### config.mk
export PLATFORM = sky130hd
export DESIGN_NAME = bp_mem_arbiter_flat
export DESIGN_NICKNAME = d
export VERILOG_FILES = /design/src/rtl/bp_mem_pkg.sv /design/src/rtl/bp_mem_arbiter_if.sv /design/src/rtl/bp_mem_pick.sv /design/src/rtl/bp_mem_arbiter.sv /design/src/flat_wrapper.sv
export SDC_FILE = /design/constraint.sdc
export NUM_CORES = 1
export LEC_CHECK = 0
export CAP_MARGIN = 30
export CORE_ASPECT_RATIO = 1.5
export CORE_UTILIZATION = 45
export DETAILED_ROUTE_END_ITERATION = 8
export DONT_BUFFER_PORTS = 1
export PLACE_DENSITY = 0.69
export SETUP_SLACK_MARGIN = 0.3
export SKIP_CTS_REPAIR_TIMING = 1
export SYNTH_ARGS = -nofsm -noshare
export SYNTH_HDL_FRONTEND = slang
export SYNTH_HIERARCHICAL = 1
export SYNTH_SLANG_ARGS = --single-unit
### constraint.sdc
create_clock -name clk -period 4 [get_ports clk]
set_input_delay 0.6 -clock clk [delete_from_list [all_inputs] [get_ports clk]]
set_output_delay 0.6 -clock clk [all_outputs]
set_load 0.02 [all_outputs]
### src/rtl/bp_mem_pkg.sv
// Shared types and constants for the perceptron weight-store arbiter.
package bp_mem_pkg;

    localparam int unsigned ADDR_MAX_W  = 7;
    localparam int unsigned WR_HOLD     = 2;
    localparam int unsigned WR_REC_CYC  = 1;

    typedef enum logic [3:0] {
        INIT_A, INIT_W1, INIT_W2, INIT_REC,
        IDLE, RD_ADDR, RD_DATA,
        WR_A, WR_W1, WR_W2, WR_REC
    } state_e;

    typedef enum logic {
        OWN_CORE = 1'b0,
        OWN_HOST = 1'b1
    } owner_e;

    // Command payload of the selected requester, address zero-extended to the max width
    typedef struct packed {
        logic                  we;
        logic [ADDR_MAX_W-1:0] addr;
        logic [7:0]            wdata;
    } cmd_t;

endpackage

### src/rtl/bp_mem_arbiter_if.sv
// Requester-side request/grant/done bundle for one port of the weight-store arbiter.
interface bp_mem_arbiter_if #(
    parameter int unsigned ADDR_W = 7
);
    logic              req;
    logic              we;
    logic [ADDR_W-1:0] addr;
    logic [7:0]        wdata;
    logic              gnt;
    logic              done;
    logic [7:0]        rdata;

    modport master (output req, we, addr, wdata, input gnt, done, rdata);
    modport slave  (input req, we, addr, wdata, output gnt, done, rdata);
endinterface

### src/rtl/bp_mem_pick.sv
// Combinational winner pick between core and host requests.
// Round-robin on conflict when BP_MEM_ROUND_ROBIN_EN is defined, else fixed core priority.
module bp_mem_pick
    import bp_mem_pkg::*;
(
    input  logic   core_req,
    input  logic   host_req,
    input  owner_e last_owner,
    output logic   any_c,
    output owner_e win_c
);

    always_comb begin
        any_c = core_req | host_req;
        win_c = core_req ? OWN_CORE : OWN_HOST;
`ifdef BP_MEM_ROUND_ROBIN_EN
        // On conflict the port that did not win last time goes first
        if (core_req && host_req) begin
            win_c = (last_owner == OWN_HOST) ? OWN_CORE : OWN_HOST;
        end
`endif
    end

`ifndef BP_MEM_ROUND_ROBIN_EN
    logic unused_last_owner;
    assign unused_last_owner = last_owner;
`endif

endmodule

### src/rtl/bp_mem_arbiter.sv
// Shares the single-port latch weight RAM between predictor core and host port, owns the clear sweep.
// Optional round-robin conflict resolution via BP_MEM_ROUND_ROBIN_EN (see bp_mem_pick).
module bp_mem_arbiter
    import bp_mem_pkg::*;
#(
    parameter int unsigned STORAGE_B  = 96,
    parameter int unsigned ADDR_W     = $clog2(STORAGE_B),
    parameter logic [7:0]  INIT_VALUE = 8'h00
) (
    input  logic              clk,
    input  logic              rst_n,
    bp_mem_arbiter_if.slave   core_if,
    bp_mem_arbiter_if.slave   host_if,
    output logic              mem_we,
    output logic [ADDR_W-1:0] mem_addr,
    output logic [7:0]        mem_wdata,
    input  logic [7:0]        mem_rdata,
    output logic              init_done
);

    state_e            state_q, state_d;
    logic [ADDR_W-1:0] idx_q, idx_d;
    owner_e            owner_q, owner_d;
    logic              oor_q, oor_d;
    logic              mem_we_d;
    logic [ADDR_W-1:0] mem_addr_d;
    logic [7:0]        mem_wdata_d;
    logic              core_done_d, host_done_d, init_done_d;
    logic [7:0]        core_rdata_d, host_rdata_d;

    logic              any_c, gnt_c, sel_oor_c;
    owner_e            win_c;
    cmd_t              sel_cmd_c;

    bp_mem_pick u_pick (
        .core_req   (core_if.req),
        .host_req   (host_if.req),
        .last_owner (owner_q),
        .any_c      (any_c),
        .win_c      (win_c)
    );

    // Selected requester's command and grant qualification
    always_comb begin
        if (win_c == OWN_CORE) begin
            sel_cmd_c.we    = core_if.we;
            sel_cmd_c.addr  = ADDR_MAX_W'(core_if.addr);
            sel_cmd_c.wdata = core_if.wdata;
        end else begin
            sel_cmd_c.we    = host_if.we;
            sel_cmd_c.addr  = ADDR_MAX_W'(host_if.addr);
            sel_cmd_c.wdata = host_if.wdata;
        end
        sel_oor_c = 32'(sel_cmd_c.addr) >= STORAGE_B;
        gnt_c     = (state_q == IDLE) && any_c;
    end

    assign core_if.gnt = gnt_c && (win_c == OWN_CORE);
    assign host_if.gnt = gnt_c && (win_c == OWN_HOST);

    // Next state and next values of every registered output
    always_comb begin
        state_d      = state_q;
        idx_d        = idx_q;
        owner_d      = owner_q;
        oor_d        = oor_q;
        mem_we_d     = 1'b0;
        mem_addr_d   = mem_addr;
        mem_wdata_d  = mem_wdata;
        core_done_d  = 1'b0;
        host_done_d  = 1'b0;
        core_rdata_d = core_if.rdata;
        host_rdata_d = host_if.rdata;
        init_done_d  = init_done;

        case (state_q)
            INIT_A: begin
                state_d  = INIT_W1;
                mem_we_d = 1'b1;
            end
            INIT_W1: begin
                state_d  = INIT_W2;
                mem_we_d = 1'b1;
            end
            INIT_W2: state_d = INIT_REC;
            INIT_REC: begin
                if (idx_q == ADDR_W'(STORAGE_B - 1)) begin
                    state_d     = IDLE;
                    init_done_d = 1'b1;
                end else begin
                    state_d     = INIT_A;
                    idx_d       = idx_q + 1'b1;
                    mem_addr_d  = idx_q + 1'b1;
                    mem_wdata_d = INIT_VALUE;
                end
            end
            IDLE: begin
                if (gnt_c) begin
                    owner_d    = win_c;
                    oor_d      = sel_oor_c;
                    mem_addr_d = ADDR_W'(sel_cmd_c.addr);
                    if (sel_cmd_c.we) begin
                        state_d     = WR_A;
                        mem_wdata_d = sel_cmd_c.wdata;
                    end else begin
                        state_d = RD_ADDR;
                    end
                end
            end
            RD_ADDR: state_d = RD_DATA;
            RD_DATA: begin
                state_d = IDLE;
                if (owner_q == OWN_CORE) begin
                    core_done_d  = 1'b1;
                    core_rdata_d = oor_q ? 8'h00 : mem_rdata;
                end else begin
                    host_done_d  = 1'b1;
                    host_rdata_d = oor_q ? 8'h00 : mem_rdata;
                end
            end
            // Out-of-range writes walk the same timing with the enable suppressed
            WR_A: begin
                state_d  = WR_W1;
                mem_we_d = !oor_q;
            end
            WR_W1: begin
                state_d  = WR_W2;
                mem_we_d = !oor_q;
            end
            WR_W2: state_d = WR_REC;
            WR_REC: begin
                state_d     = IDLE;
                core_done_d = (owner_q == OWN_CORE);
                host_done_d = (owner_q == OWN_HOST);
            end
            default: state_d = INIT_A;
        endcase
    end

    // State and registered outputs; reset restarts the clear sweep
    always_ff @(posedge clk) begin
        if (!rst_n) begin
            state_q       <= INIT_A;
            idx_q         <= '0;
            owner_q       <= OWN_HOST;
            oor_q         <= 1'b0;
            mem_we        <= 1'b0;
            mem_addr      <= '0;
            mem_wdata     <= INIT_VALUE;
            core_if.done  <= 1'b0;
            host_if.done  <= 1'b0;
            core_if.rdata <= 8'h00;
            host_if.rdata <= 8'h00;
            init_done     <= 1'b0;
        end else begin
            state_q       <= state_d;
            idx_q         <= idx_d;
            owner_q       <= owner_d;
            oor_q         <= oor_d;
            mem_we        <= mem_we_d;
            mem_addr      <= mem_addr_d;
            mem_wdata     <= mem_wdata_d;
            core_if.done  <= core_done_d;
            host_if.done  <= host_done_d;
            core_if.rdata <= core_rdata_d;
            host_if.rdata <= host_rdata_d;
            init_done     <= init_done_d;
        end
    end

endmodule

### src/flat_wrapper.sv
// flat-port wrapper written by rule: the top's interface ports become plain ports
module bp_mem_arbiter_flat import bp_mem_pkg::*;
#(
    parameter int unsigned STORAGE_B  = 96,
    parameter int unsigned ADDR_W     = $clog2(STORAGE_B),
    parameter logic [7:0]  INIT_VALUE = 8'h00
)
  (clk, rst_n, mem_we, mem_addr, mem_wdata, mem_rdata, init_done, core_if_req, core_if_we, core_if_addr, core_if_wdata, core_if_gnt, core_if_done, core_if_rdata, host_if_req, host_if_we, host_if_addr, host_if_wdata, host_if_gnt, host_if_done, host_if_rdata);
  bp_mem_arbiter_if #(.ADDR_W(ADDR_W)) core_if_i ();
  bp_mem_arbiter_if #(.ADDR_W(ADDR_W)) host_if_i ();
  input  logic clk;
  input  logic rst_n;
  output logic mem_we;
  output logic [ADDR_W-1:0] mem_addr;
  output logic [7:0] mem_wdata;
  input  logic [7:0] mem_rdata;
  output logic init_done;
  input wire logic [$bits(core_if_i.req)-1:0] core_if_req;
  input wire logic [$bits(core_if_i.we)-1:0] core_if_we;
  input wire logic [$bits(core_if_i.addr)-1:0] core_if_addr;
  input wire logic [$bits(core_if_i.wdata)-1:0] core_if_wdata;
  output wire logic [$bits(core_if_i.gnt)-1:0] core_if_gnt;
  output wire logic [$bits(core_if_i.done)-1:0] core_if_done;
  output wire logic [$bits(core_if_i.rdata)-1:0] core_if_rdata;
  input wire logic [$bits(host_if_i.req)-1:0] host_if_req;
  input wire logic [$bits(host_if_i.we)-1:0] host_if_we;
  input wire logic [$bits(host_if_i.addr)-1:0] host_if_addr;
  input wire logic [$bits(host_if_i.wdata)-1:0] host_if_wdata;
  output wire logic [$bits(host_if_i.gnt)-1:0] host_if_gnt;
  output wire logic [$bits(host_if_i.done)-1:0] host_if_done;
  output wire logic [$bits(host_if_i.rdata)-1:0] host_if_rdata;
  assign core_if_i.req = core_if_req;
  assign core_if_i.we = core_if_we;
  assign core_if_i.addr = core_if_addr;
  assign core_if_i.wdata = core_if_wdata;
  assign core_if_gnt = core_if_i.gnt;
  assign core_if_done = core_if_i.done;
  assign core_if_rdata = core_if_i.rdata;
  assign host_if_i.req = host_if_req;
  assign host_if_i.we = host_if_we;
  assign host_if_i.addr = host_if_addr;
  assign host_if_i.wdata = host_if_wdata;
  assign host_if_gnt = host_if_i.gnt;
  assign host_if_done = host_if_i.done;
  assign host_if_rdata = host_if_i.rdata;
  bp_mem_arbiter #(.STORAGE_B(STORAGE_B), .ADDR_W(ADDR_W), .INIT_VALUE(INIT_VALUE)) u_core (.clk(clk), .rst_n(rst_n), .core_if(core_if_i), .host_if(host_if_i), .mem_we(mem_we), .mem_addr(mem_addr), .mem_wdata(mem_wdata), .mem_rdata(mem_rdata), .init_done(init_done));
endmodule
==> metrics.md <==
| Metric | Value |
|---|---|
| Outcome | finished clean |
| Max-cap check violation count | 0 |
| Synthesized area per cell | 9.10 sq um |
| Post-synthesis xor/xnor area fraction | 2.45% |
| Distinct cell type count after synthesis | 48 |
| CP Max Fanout | 15 |
| Nets | 308 |
| CP cell instances | nor4b_4 > nand2_1 > nor2_1 |
| Synth Register Bits | 48 |
| Filler cells | between 500 and 600 |
| Commonest non-fill, non-tap cell in the layout | dfxtp_1 |
| Slowest-stage cell, CP | nor4b_4 |
| Sw frac | 21.9% |
| DR iter-0 viols | 94 |
| Vias per cell | 5.84 |
| Synth Area in Adders | 0.500% |
| Max IR drop VDD | roughly 160 uV |
| Main combinational cell family by area after synthesis | simple AND/OR/NAND/NOR gates |
| Max-slew violation count | 0 |
| Stages on the worst setup path | 3 |
| Multi-input gate area | 1440 sq um |
| # diodes | 0 |
| I/O pins | 81 |
| Power consumption | 883 uW |
| Synth Area in Compound Gates | about 16% |
| Total track usage | around 18% |
| Vias | 1,939 |
| CTS Sinks | 48 |
| Area delta synth->final | 4.65% |
| CTS root buf | clkbuf_8 |
| Initial Utilization | 47.7% |
| Slew @ Worst Pin | around 0.67 ns |
| IO Port Bufs | 0 |
| ANT nets after route | 0 |
| Die ar. | 5870 sq um |
| FF-to-FF Start | u_core/state_q[2] |
| DR WL/cell | 15.5 um |
| Final hold violation count | 0 |
| Residual DRC | 0 |
| Mapped Area | 2500 sq um |
| Vias in the first global route | 1,763 |
| Synth top area cells | dfxtp_1 38%, mux2i_1 12%, nor2b_1 7.8% |
| Clk pin slew, worst setup/hold paths | 0.09 ns |
| Arrival @ worst endpoint | 2.33 ns |
| Total gr overflow | 0 |
| Worst setup path class | reg -> out |
| Detail Placement HPWL | 3.63 mm |
| Syn Inst Count | 275 |
| Worst r2r path cells | 4 |
| Synth Flop Type | dfxtp_1 |
| Site Rows | 32 |
| Sequential area share after synthesis | 38.4% |
| CP Data Required Time | 3.40 ns |
| Slew margin rel. | between 50% and 60% |
| Post-synth top area cell | dfxtp_1 |
| Max clock buf depth | 2 |
| Commonest cells after routing, fill and taps aside | 48 x dfxtp_1, 31 x nor2b_1, 30 x mux2i_1, 18 x nand2_1, 17 x nand3_1 |
| Core area | ~5200 sq um |
| Die Ht | between 90 and 100 um |
| Clock Power Share | 39.1% |
| Post-Syn Nets | 320 |
| Setup TNS | 0 ns |
| Initial antenna violation count | 0 |
| Simple-gate share of the synthesized area | 26.2% |
| Synthesis Warnings | 6 |
| CTS tree | done |
| Fmax | about 0.34 GHz |
| Combinational Power Share | under 10% |
| DR pass1 iterations | 4 |
| Reg-to-reg endpoint | u_core/mem_wdata[7] |
| P_int | approximately 700 uW |
| EDFF count, synth | 0 |
| Top cell type's share of synthesized area | 38.4% |
| H-tree depth | 2 |
| Unrepaired setup endpoints after global routing | no |
| Crit path capture type | output port |
| Skew final | 0.0112 ns |
| Startpoint Class | flop |
| Setup-failing EPs final | 0 |
| Ys async rst share | 0% |
| R2r setup slk | between 1.5 and 2 ns |
| First-pass GRT wire length | between 8 and 9 mm |
| Chip Width | 62.9 um |
| Worst Hold Class | in -> reg |
| Num CTS Buffers | 5 |
| Final worst path period share | about 73% |
| Largest net degree at the start of global routing | 50 |
| Routability Congestion | 0.834 |
| Post-synthesis mux area share | 12.5% |
| Worst-Skew Late Latency | roughly 0.30 ns |
| Final min period | 2.93 ns |
| CP delay by family, top | simple AND/OR/NAND/NOR gates |
| Total Wirelength | roughly 5.1 mm |
| WP buf/inv | 0 |
| Psw | 193 uW |
| CP Launch Point | u_core/state_q[2] |
| Cell Pwr Density | about 340 nW/um^2 |
| Leakage power | 0.948 nW |
| Layout cells sized above 1 | 6.82% |
| Setup crit end | core_if_gnt |
| Sequential power share | 55.6% |
| Max incr delay on CP | 0.64 ns |
| Register area | around 960 sq um |
cell families after synthesis:
group,Yosys count
mux,31
xor+xnor,7
buf+inv,23
simple gates,111
flops,48
compound gates,54
fa+ha+maj,1
sequential cells by signal (all words and copies together) (netlist names), 4 cells and up:
register	count
u_core/core_if.rdata	8
u_core/host_if.rdata	8
u_core/mem_wdata	8
u_core/idx_q	7
u_core/mem_addr	7
u_core/state_q	4
power groups by stage:
| stage | combinational [mW] | sequential (mW) | clock, mW |
|---|---|---|---|
| detailed placement | 0.0473 | 0.502 | 0 |
| CTS | 0.0476 | 0.491 | 0.358 |
| finish | 0.0472 | 0.491 | 0.345 |
| global route | 0.0518 | 0.492 | 0.374 |
| global placement | 0.0464 | 0.501 | 0 |
| floorplan | 0.0484 | 0.498 | 0 |
stage by stage:
step / setup slack, ns / hold slack, ns / cells / area (sq um) / util, %
floorplan: 2.01 / 0.468 / 275 / 2500 / -
global placement: 1.46 / 0.503 / 324 / 2510 / 47.8
detailed placement: 1.39 / 0.520 / 324 / 2510 / 47.8
CTS: 1.05 / 0.381 / 332 / 2620 / 49.9
global route: 0.904 / 0.387 / 332 / 2620 / 49.9
finish: 1.07 / 0.396 / 332 / 2620 / 49.9
layout make-up:
cell class / count / share of cell area [%]
Clock buffer: 5 / 2.63
Sequential cell: 48 / 36.7
Clock inverter: 3 / 1.63
Multi-Input combinational cell: 204 / 54.9
Inverter: 2 / 0.287
Timing Repair Buffer: 2 / 0.574
Tap cell: 68 / 3.25
worst min-delay path by stage:
| stage | startpoint | to | cells after the start |
|---|---|---|---|
| final | rst_n | u_core/owner_q | 1 |
| after global routing | rst_n | u_core/owner_q | 1 |
| after CTS | rst_n | u_core/owner_q | 1 |
| after floorplan | u_core/owner_q | u_core/core_if.done | 1 |
| after detailed placement | u_core/owner_q | u_core/core_if.done | 1 |
| after global placement | u_core/idx_q[1] | u_core/idx_q[1] | 2 |
worst register-to-register path, stage by stage (launching register included):
cell	delay, ns
dfxtp_1	0.57
nor4b_4	0.65
nand4_2	0.51
a211o_1	0.41
a21boi_0	0.15
cells in the mapped netlist (all sizes together), types with 3 or more instances:
library cell / number
nor2b: 31
xnor2: 5
nand2b: 4
dfxtp: 48
and2: 4
nand2: 18
nand4: 4
o31ai: 3
buf: 9
nand3: 17
nor2: 11
and3: 3
a211o: 9
a21oi: 7
nor3: 7
clkbuf: 12
mux2i: 30
a21boi: 14
o21ai: 6
o21a: 5
metal layers:
layer | wire (um) | share of wire [%] | track usage [%]
met4 | 89 | 1.7 | 7.17
met5 | 0 | 0 | 0
met2 | 2530 | 49 | 30.7
met1 | 2110 | 41 | 19.3
met3 | 419 | 8.1 | 6.10
No activity file was read; power rests on OpenSTA's default activity.
